**src/rtl/armleosoc_axi_read_router.sv**
```systemverilog
// AXI4 read router: decodes AR address against a region table, rebases it, forwards to one client and
// muxes the R channel back; one outstanding burst at a time; unmapped addresses get a local DECERR burst.
module armleosoc_axi_read_router #(
  parameter int ADDR_WIDTH = 34,
  parameter int ID_WIDTH = 4,
  parameter int DATA_WIDTH = 32,
  parameter int OPT_NUMBER_OF_CLIENTS = 2,
  parameter int REGION_COUNT = OPT_NUMBER_OF_CLIENTS,
  localparam int CLIENT_W = (OPT_NUMBER_OF_CLIENTS > 1) ? $clog2(OPT_NUMBER_OF_CLIENTS) : 1,
  parameter logic [REGION_COUNT*CLIENT_W-1:0] REGION_CLIENT_NUM = '0,
  parameter logic [REGION_COUNT*ADDR_WIDTH-1:0] REGION_BASE_ADDRS = '0,
  parameter logic [REGION_COUNT*ADDR_WIDTH-1:0] REGION_END_ADDRS = '0,
  parameter logic [REGION_COUNT*ADDR_WIDTH-1:0] REGION_CLIENT_BASE_ADDRS = '0
) (
  input  logic                                    clk,
  input  logic                                    rst_n,

  input  logic                                    upstream_axi_arvalid,
  output logic                                    upstream_axi_arready,
  input  logic [ADDR_WIDTH-1:0]                   upstream_axi_araddr,
  input  logic [7:0]                              upstream_axi_arlen,
  input  logic [2:0]                              upstream_axi_arsize,
  input  logic [1:0]                              upstream_axi_arburst,
  input  logic                                    upstream_axi_arlock,
  input  logic [ID_WIDTH-1:0]                     upstream_axi_arid,
  input  logic [2:0]                              upstream_axi_arprot,

  output logic                                    upstream_axi_rvalid,
  input  logic                                    upstream_axi_rready,
  output logic [DATA_WIDTH-1:0]                   upstream_axi_rdata,
  output logic [1:0]                              upstream_axi_rresp,
  output logic [ID_WIDTH-1:0]                     upstream_axi_rid,
  output logic                                    upstream_axi_rlast,

  output logic [OPT_NUMBER_OF_CLIENTS-1:0]        downstream_axi_arvalid,
  input  logic [OPT_NUMBER_OF_CLIENTS-1:0]        downstream_axi_arready,
  output logic [ADDR_WIDTH-1:0]                   downstream_axi_araddr,
  output logic [7:0]                              downstream_axi_arlen,
  output logic [2:0]                              downstream_axi_arsize,
  output logic [1:0]                              downstream_axi_arburst,
  output logic                                    downstream_axi_arlock,
  output logic [2:0]                              downstream_axi_arprot,
  output logic [ID_WIDTH-1:0]                     downstream_axi_arid,

  input  logic [OPT_NUMBER_OF_CLIENTS-1:0]        downstream_axi_rvalid,
  output logic [OPT_NUMBER_OF_CLIENTS-1:0]        downstream_axi_rready,
  input  logic [OPT_NUMBER_OF_CLIENTS*DATA_WIDTH-1:0] downstream_axi_rdata,
  input  logic [OPT_NUMBER_OF_CLIENTS*2-1:0]      downstream_axi_rresp,
  input  logic [OPT_NUMBER_OF_CLIENTS*ID_WIDTH-1:0] downstream_axi_rid,
  input  logic [OPT_NUMBER_OF_CLIENTS-1:0]        downstream_axi_rlast
);

  typedef enum logic [1:0] {IDLE, ACTIVE, DECERR} state_t;

  state_t                state, state_d;
  logic                  ardone, ardone_d;
  logic [CLIENT_W-1:0]   sel, sel_d;
  logic [ADDR_WIDTH-1:0] addr_q, addr_d;
  logic [ID_WIDTH-1:0]   id_q, id_d;
  logic [7:0]            len_q, len_d;
  logic [7:0]            cnt, cnt_d;

  logic                  hit;
  logic [CLIENT_W-1:0]   hit_client;
  logic [ADDR_WIDTH-1:0] hit_base;

  // Later regions overwrite earlier ones, so the highest-index match wins.
  always_comb begin
    hit = 1'b0;
    hit_client = '0;
    hit_base = '0;
    for (int r = 0; r < REGION_COUNT; r++) begin
      if (upstream_axi_araddr >= REGION_BASE_ADDRS[r*ADDR_WIDTH +: ADDR_WIDTH] &&
          upstream_axi_araddr <  REGION_END_ADDRS[r*ADDR_WIDTH +: ADDR_WIDTH]) begin
        hit = 1'b1;
        hit_client = REGION_CLIENT_NUM[r*CLIENT_W +: CLIENT_W];
        hit_base = REGION_CLIENT_BASE_ADDRS[r*ADDR_WIDTH +: ADDR_WIDTH];
      end
    end
  end

  assign downstream_axi_araddr  = addr_q;
  assign downstream_axi_arlen   = upstream_axi_arlen;
  assign downstream_axi_arsize  = upstream_axi_arsize;
  assign downstream_axi_arburst = upstream_axi_arburst;
  assign downstream_axi_arlock  = upstream_axi_arlock;
  assign downstream_axi_arprot  = upstream_axi_arprot;
  assign downstream_axi_arid    = upstream_axi_arid;

  always_comb begin
    state_d = state;
    ardone_d = ardone;
    sel_d = sel;
    addr_d = addr_q;
    id_d = id_q;
    len_d = len_q;
    cnt_d = cnt;
    upstream_axi_arready = 1'b0;
    upstream_axi_rvalid = 1'b0;
    upstream_axi_rdata = '0;
    upstream_axi_rresp = 2'b00;
    upstream_axi_rid = '0;
    upstream_axi_rlast = 1'b0;
    downstream_axi_arvalid = '0;
    downstream_axi_rready = '0;

    case (state)
      IDLE: begin
        if (upstream_axi_arvalid) begin
          if (hit) begin
            sel_d = hit_client;
            addr_d = upstream_axi_araddr - hit_base;
            ardone_d = 1'b0;
            state_d = ACTIVE;
          end else begin
            upstream_axi_arready = 1'b1;
            id_d = upstream_axi_arid;
            len_d = upstream_axi_arlen;
            cnt_d = 8'd0;
            state_d = DECERR;
          end
        end
      end
      ACTIVE: begin
        for (int c = 0; c < OPT_NUMBER_OF_CLIENTS; c++) begin
          if (CLIENT_W'(c) == sel) begin
            downstream_axi_arvalid[c] = upstream_axi_arvalid & ~ardone;
            upstream_axi_arready = downstream_axi_arready[c] & ~ardone;
            // R path stays gated until the address has actually been handed off.
            if (ardone) begin
              upstream_axi_rvalid = downstream_axi_rvalid[c];
              upstream_axi_rdata = downstream_axi_rdata[c*DATA_WIDTH +: DATA_WIDTH];
              upstream_axi_rresp = downstream_axi_rresp[c*2 +: 2];
              upstream_axi_rid = downstream_axi_rid[c*ID_WIDTH +: ID_WIDTH];
              upstream_axi_rlast = downstream_axi_rlast[c];
              downstream_axi_rready[c] = upstream_axi_rready;
            end
          end
        end
        if (upstream_axi_arvalid && upstream_axi_arready)
          ardone_d = 1'b1;
        if (upstream_axi_rvalid && upstream_axi_rready && upstream_axi_rlast) begin
          ardone_d = 1'b0;
          state_d = IDLE;
        end
      end
      DECERR: begin
        upstream_axi_rvalid = 1'b1;
        upstream_axi_rresp = 2'b11;
        upstream_axi_rid = id_q;
        upstream_axi_rlast = (cnt == len_q);
        if (upstream_axi_rready) begin
          cnt_d = cnt + 8'd1;
          if (upstream_axi_rlast)
            state_d = IDLE;
        end
      end
      default: state_d = IDLE;
    endcase

    // The miss path drives arready combinationally from IDLE; keep it quiet while held in reset.
    if (!rst_n)
      upstream_axi_arready = 1'b0;
  end

  always_ff @(posedge clk or negedge rst_n) begin
    if (!rst_n) begin
      state <= IDLE;
      ardone <= 1'b0;
      sel <= '0;
      addr_q <= '0;
      id_q <= '0;
      len_q <= '0;
      cnt <= '0;
    end else begin
      state <= state_d;
      ardone <= ardone_d;
      sel <= sel_d;
      addr_q <= addr_d;
      id_q <= id_d;
      len_q <= len_d;
      cnt <= cnt_d;
    end
  end

endmodule

```
**config.mk**
```make
export PLATFORM = sky130hd
export DESIGN_NAME = armleosoc_axi_read_router
export DESIGN_NICKNAME = d
export VERILOG_FILES = /design/src/rtl/armleosoc_axi_read_router.sv
export SDC_FILE = /design/constraint.sdc
export NUM_CORES = 1
export LEC_CHECK = 0
export CAP_MARGIN = 20
export CORE_ASPECT_RATIO = 1.25
export CORE_MARGIN = 10
export CORE_UTILIZATION = 25
export CTS_CLUSTER_SIZE = 30
export DETAILED_ROUTE_END_ITERATION = 6
export PLACE_DENSITY = 0.82
export SYNTH_ARGS = -nofsm -noshare
export SYNTH_HDL_FRONTEND = slang
export SYNTH_SLANG_ARGS = --single-unit
export TNS_END_PERCENT = 20
```
**constraint.sdc**
```tcl
create_clock -name clk -period 2 [get_ports clk]
set_clock_uncertainty 0.15 [all_clocks]
set_input_delay 0.2 -clock clk [delete_from_list [all_inputs] [get_ports clk]]
set_output_delay 0.2 -clock clk [all_outputs]
set_load 0.005 [all_outputs]
```
==> impl_metrics.yaml, run 1 <==
outcome:
  outcome: "complete, no violations"
detailed_routing:
  wl_met2_um: 1690
  ant_nets: 0
  vias_per_cell: 3.656
  dr.max_layer_used: "met4"
  routed_wl_um: 3931
  drc: 0
  met1_length_um: 1365
  drt_iter0_markers: 12
  wl_met3_um: 782
  wl_per_cell_um: 13.65
  vias: 1053
  first_pass_iters: 4
grt:
  grt_overflow: 0
  grt_pass1_vias: 1166
  track_usage: 0.06743
  grt_max_degree: 22
  antenna_found_initial: 0
  grt_pass1_wl_um: 5761
die:
  die_width_um: 94.36
  core_area_um2: 6648
  die_h_um: 113.0
  row_count: 33
  io_pins: 241
  start_util: 0.2599
  die-area_um2: 10660
worst_setup_path:
  critical_path_peak_fanout: 2
  path_cells: "xor2_1 -> nor4_2 -> buf_4 -> and4_4 -> buf_6"
  required_ns: 1.65
  slowest_stage: "dfrtp_1"
  max_stage_delay_ns: 0.39
  worstSetupStartpointType: "flop"
  crit_type: "flop to output pin"
  endpoint_kind: "output pin"
  worstPathArrival_ns: 1.59
sta:
  finalSetupViolCount: 0
  drv_slew: 0
  layout_min_cycle_time_ns: 1.943
  rsz0062_at_grt: "yes"
  fin_ws_ns: 0.05741
  fmax_mhz: 514.8
  final_hold_viol_count: 0
  fin_crit_sh: 0.9713
final_layout:
  num-fill-cells: 730
  drive_above_1_share: 0.1841
  instances_no_fill: 288
  syn_to_final_growth_pct: 7.531
  nets: 344
  antenna_cells: 0
  layout_commonest_cell: "conb_1"
  mostFrequentLayoutCells: "conb_1 (70), clkdlybuf4s50_1 (35), dfrtp_1 (21)"
  final_core_util: 0.2795
logic_synthesis:
  netlist_area_um2: 1728
  yosysWarnings: 0
  synth-seq-cells: 21
  synth_area_per_cell_um2: 9.653
  seq_area_frac_synth: 0.3041
  synthCells: 179
  ys_types: 27
clock_tree:
  cts-root-buf: "clkbuf_8"
  cts_sinks: 21
  insertion_delay_ns: 0.26
  numCtsBuffers: 3
  htree_levels: 1
  clkSlewWorstSetupHoldPaths_ns: 0.07
  cts_tree: "done"
  ctsLongestPathBuffers: 2
place:
  place_hpwl_um: 3362
  place_inst: 283
  gp_congestion: 0.8039
  dpl_worst_slack_ns: -0.1397
  io_buffer_count: 36
power:
  leakage_uw: 0.0008762
  p_total_uw: 1808
  power_density_nw_per_um2: 972.8
  ir_drop_v: 0.0005888
flow_run:
  max_cap_viol_count: 0
min_path:
  min_path_type: "input pin to asynchronous set/reset pin"
-- report_power, final --
part	total (µW)	switching, µW	internal, µW
sequential	751	144	607
clock	279	137	142
combinational	777	328	450
total	1810	608	1200
-- routing by layer --
layer  GRT usage  vias up
met5           0        -
met4     0.03350        0
met3     0.03836       10
met2      0.1078      102
met1     0.06863      474
li1            -      467
-- cell usage after synthesis --
master   instances  area [µm²]
nand3_1          3       15.01
o31ai_1          2       15.01
nand2_1          1       3.750
and2_1           1       6.260
or4_1            2       15.01
nand4_1          2       12.51
nor2_1           4       15.01
dfrtp_1         21       525.5
xor2_1           9       78.83
buf_2            2       10.01
ha_1             1       12.51
or3_2            1       7.510
o21ai_0          3       15.01
or3_1            2       12.51
a21oi_1          5       25.02
buf_6            1       11.26
conb_1           1       3.750
inv_1            1       3.750
and4_2           1       10.01
buf_4           93       698.2
a41oi_1          1       8.760
nor4_1           1       6.260
mux2i_2          1       13.76
and2b_2          1       8.760
and2_2           5       37.54
mux2_2          13       146.4
a22o_2           1       10.01
-- registers in the layout, summed over array words and instances (netlist names) --
register  cells
cnt           8
id_q          4
state         1
len_q         8
-- stage by stage --
stage | hold WS (ns) | TNS, ns | area (µm²)
after global placement | 0.2500 | -0.1271 | 1797
after floorplan | -0.2456 | 0 | 1987
final | 0.1602 | 0 | 1858
after global routing | 0.2037 | -0.01317 | 1858
after CTS | 0.1773 | 0 | 1851
after detailed placement | 0.2500 | -0.1397 | 1797
-- final timing paths --
path	slack, ns	start	end	cells after the start
setup / recovery	0.06	cnt[7]	upstream_axi_rlast	5
hold / removal	0.16	rst_n	cnt[5]	2
setup reg to reg	0.23	state[1]	cnt[5]	4
hold reg to reg	0.36	id_q[2]	id_q[2]	1
max in group asynchronous	1.33	rst_n	id_q[2]	2
min in group clk	0.25	upstream_axi_arburst[1]	downstream_axi_arburst[1]	0
-- worst max-delay path, delay by kind of cell (launching register included) --
| kind | cells | cell delay, ns |
|---|---|---|
| xor+xnor | 1 | 0.17 |
| flops | 1 | 0.39 |
| simple gates | 2 | 0.52 |
| buf+inv | 2 | 0.25 |
-- area by class of cell --
cell class / count / area (µm²) / share of cell area
Sequential cell: 21 / 525.5 / 0.2828
Clock buffer: 4 / 45.04 / 0.02424
Timing Repair Buffer: 45 / 429.2 / 0.2310
Multi-Input combinational cell: 130 / 745.7 / 0.4013
Tap cell: 87 / 108.9 / 0.05859
Inverter: 1 / 3.754 / 0.002020
-- cells by family after synthesis --
logic type,count (synthesis),synth area share
buffers and inverters,97,0.4185
and+or+nand+nor,24,0.08689
DFF,21,0.3041
muxes,14,0.09268
AOI/OAI and AO/OA,12,0.04272
xor gates and xnor gates,9,0.04562
adders and majority gates,1,0.007240
other,1,0.002170
-- what timing repair did --
action / CTS / global route
setup buffers: 1 / 0
pin swaps: 2 / 1
resized for setup: 5 / 2
endpoints found under the setup margin: 1 / 1
hold buffers: 0 / 0
Power figures use the tool's default switching activity.
==> inputs of run 2 (changes only) <==
--- a/config.mk
+++ b/config.mk
@@ -11,7 +11,7 @@
 export CORE_UTILIZATION = 25
 export CTS_CLUSTER_SIZE = 30
 export DETAILED_ROUTE_END_ITERATION = 6
-export PLACE_DENSITY = 0.82
+export PLACE_DENSITY = 0.83
 export SYNTH_ARGS = -nofsm -noshare
 export SYNTH_HDL_FRONTEND = slang
 export SYNTH_SLANG_ARGS = --single-unit
==> run 2 against run 1 <==
Against the previous run:
- combinational power decreased by 2%
- sequential share of layout area about the same
- critical path type unchanged
- setup slack got worse by 0.014 ns
- hold slack improved by 0.0024 ns
- final cell count is 0.35% higher
- sequential power down 0.7%
- wire length shrank 2.6%
- flip-flop and latch count unchanged
- fmax fell by 0.74%
- core utilization about the same
==> impl_metrics.yaml, run 2 (synthesis gave the netlist of run 1 again) <==
outcome:
  outcome: "complete, no violations"
worst_setup_path:
  crit_type: "flop to output pin"
  endpoint_kind: "output pin"
  worstSetupStartpointType: "flop"
  max_stage_delay_ns: 0.39
  r2r-start: "state[1]"
  path_cells: "xor2_1 -> nor4_1 -> buf_4 -> and4_4 -> buf_6"
  critical_path_peak_fanout: 2
  reg2reg_to: "cnt[5]"
  slowest_stage: "dfrtp_1"
  required_ns: 1.65
  worstPathArrival_ns: 1.61
  r2r_slack_ns: 0.25
  reg2regPathDepth: 4
sta:
  fin_crit_sh: 0.9785
  setup_tns_ns: 0
  layout_min_cycle_time_ns: 1.957
  drv_slew: 0
  fmax_mhz: 511.0
  finalSetupViolCount: 0
  final_hold_viol_count: 0
  rsz0062_at_grt: "yes"
die:
  io_pins: 241
  die_width_um: 94.36
  core_area_um2: 6648
  die_h_um: 113.0
  start_util: 0.2599
  row_count: 33
  die-area_um2: 10660
clock_tree:
  clkSlewWorstSetupHoldPaths_ns: 0.07
  cts_tree: "done"
  htree_levels: 1
  numCtsBuffers: 3
  cts_sinks: 21
  cts-root-buf: "clkbuf_8"
  ctsLongestPathBuffers: 2
  insertion_delay_ns: 0.27
  ctsHoldBuffers: 0
final_layout:
  nets: 345
  mostFrequentLayoutCells: "conb_1 (70), clkdlybuf4s50_1 (35), dfrtp_1 (21)"
  final_core_util: 0.2797
  drive_above_1_share: 0.1832
  syn_to_final_growth_pct: 7.603
  antenna_cells: 0
  largest_registers: "cnt: 8 flops, len_q: 8 flops, id_q: 4 flops"
  layout_commonest_cell: "conb_1"
detailed_routing:
  ant_nets: 0
  vias: 1059
  vias_per_cell: 3.664
  first_pass_iters: 4
  drt_iter0_markers: 10
  drc: 0
  wl_per_cell_um: 13.25
  routed_wl_um: 3829
grt:
  grt_pass1_vias: 1124
  track_usage: 0.06557
  grt_pass1_wl_um: 5568
  grt_max_degree: 22
  grt_overflow: 0
  antenna_found_initial: 0
power:
  ir_drop_v: 0.0005912
  leakage_uw: 0.0008815
  power_density_nw_per_um2: 964.0
place:
  io_buffer_count: 36
  gp_congestion: 0.8034
  place_hpwl_um: 3273
min_path:
  min_path_type: "input pin to asynchronous set/reset pin"
flow_run:
  max_cap_viol_count: 0
==> run 2: stage by stage <==
stage / power [µW] / worst slack (ns) / cell area [µm²] / hold WS [ns] / instances
final: 1792 / 0.04302 / 1859 / 0.1627 / 289
after CTS: 1801 / 0.01402 / 1852 / 0.1680 / 288
after detailed placement: 1493 / -0.08784 / 1797 / 0.2500 / 283
after floorplan: 1286 / 0.3760 / 1987 / -0.2456 / 248
after global placement: 1454 / -0.1168 / 1797 / 0.2500 / 283
after global routing: 1944 / -0.01240 / 1859 / 0.1837 / 289
==> run 2: final cells by class <==
type	count	area [µm²]
tap	87	108.9
inverter	1	3.754
multi-input combinational	130	739.5
fill	713	4788
clock buffer	4	45.04
sequential	21	525.5
timing repair buffer	46	436.7
==> run 2: repair_timing <==
item | in CTS | in global routing
endpoints found under the hold margin | 0 | 0
buffers inserted | 1 | 1
pin swaps | 1 | 1
resized for setup | 6 | 0
setup endpoints to repair | 1 | 1
==> run 2: report_power, final <==
part           internal (µW)  leakage [µW]  switching, µW
combinational            451      0.000602            312
clock                    142     0.0000228            140
sequential               607      0.000257            139
==> run 2: how the worst max path moves through the flow <==
| stage | start | endpoint | slack (ns) | depth (start not counted) |
|---|---|---|---|---|
| finish | cnt[7] | upstream_axi_rlast | 0.04 | 5 |
| global route | cnt[7] | upstream_axi_rlast | -0.01 | 5 |
| CTS | cnt[4] | upstream_axi_rlast | 0.01 | 5 |
| detailed placement | cnt[7] | upstream_axi_rlast | -0.09 | 5 |
| global placement | cnt[7] | upstream_axi_rlast | -0.12 | 5 |
| floorplan | state[1] | len_q[4] | 0.38 | 4 |
==> run 2: worst max-delay path, delay by kind of cell, from the launching register on <==
| kind | cells | cell delay [ns] |
|---|---|---|
| buffers and inverters | 2 | 0.26 |
| XOR/XNOR | 1 | 0.16 |
| AND/OR/NAND/NOR | 2 | 0.52 |
| flip-flops | 1 | 0.39 |
==> run 2: layer usage <==
metal / routed length (µm) / track usage / share of wire
met5: 0 / 0 / 0
met4: 73 / 0.03553 / 0.019
met3: 819 / 0.04563 / 0.21
met2: 1568 / 0.09633 / 0.41
met1: 1367 / 0.06791 / 0.36
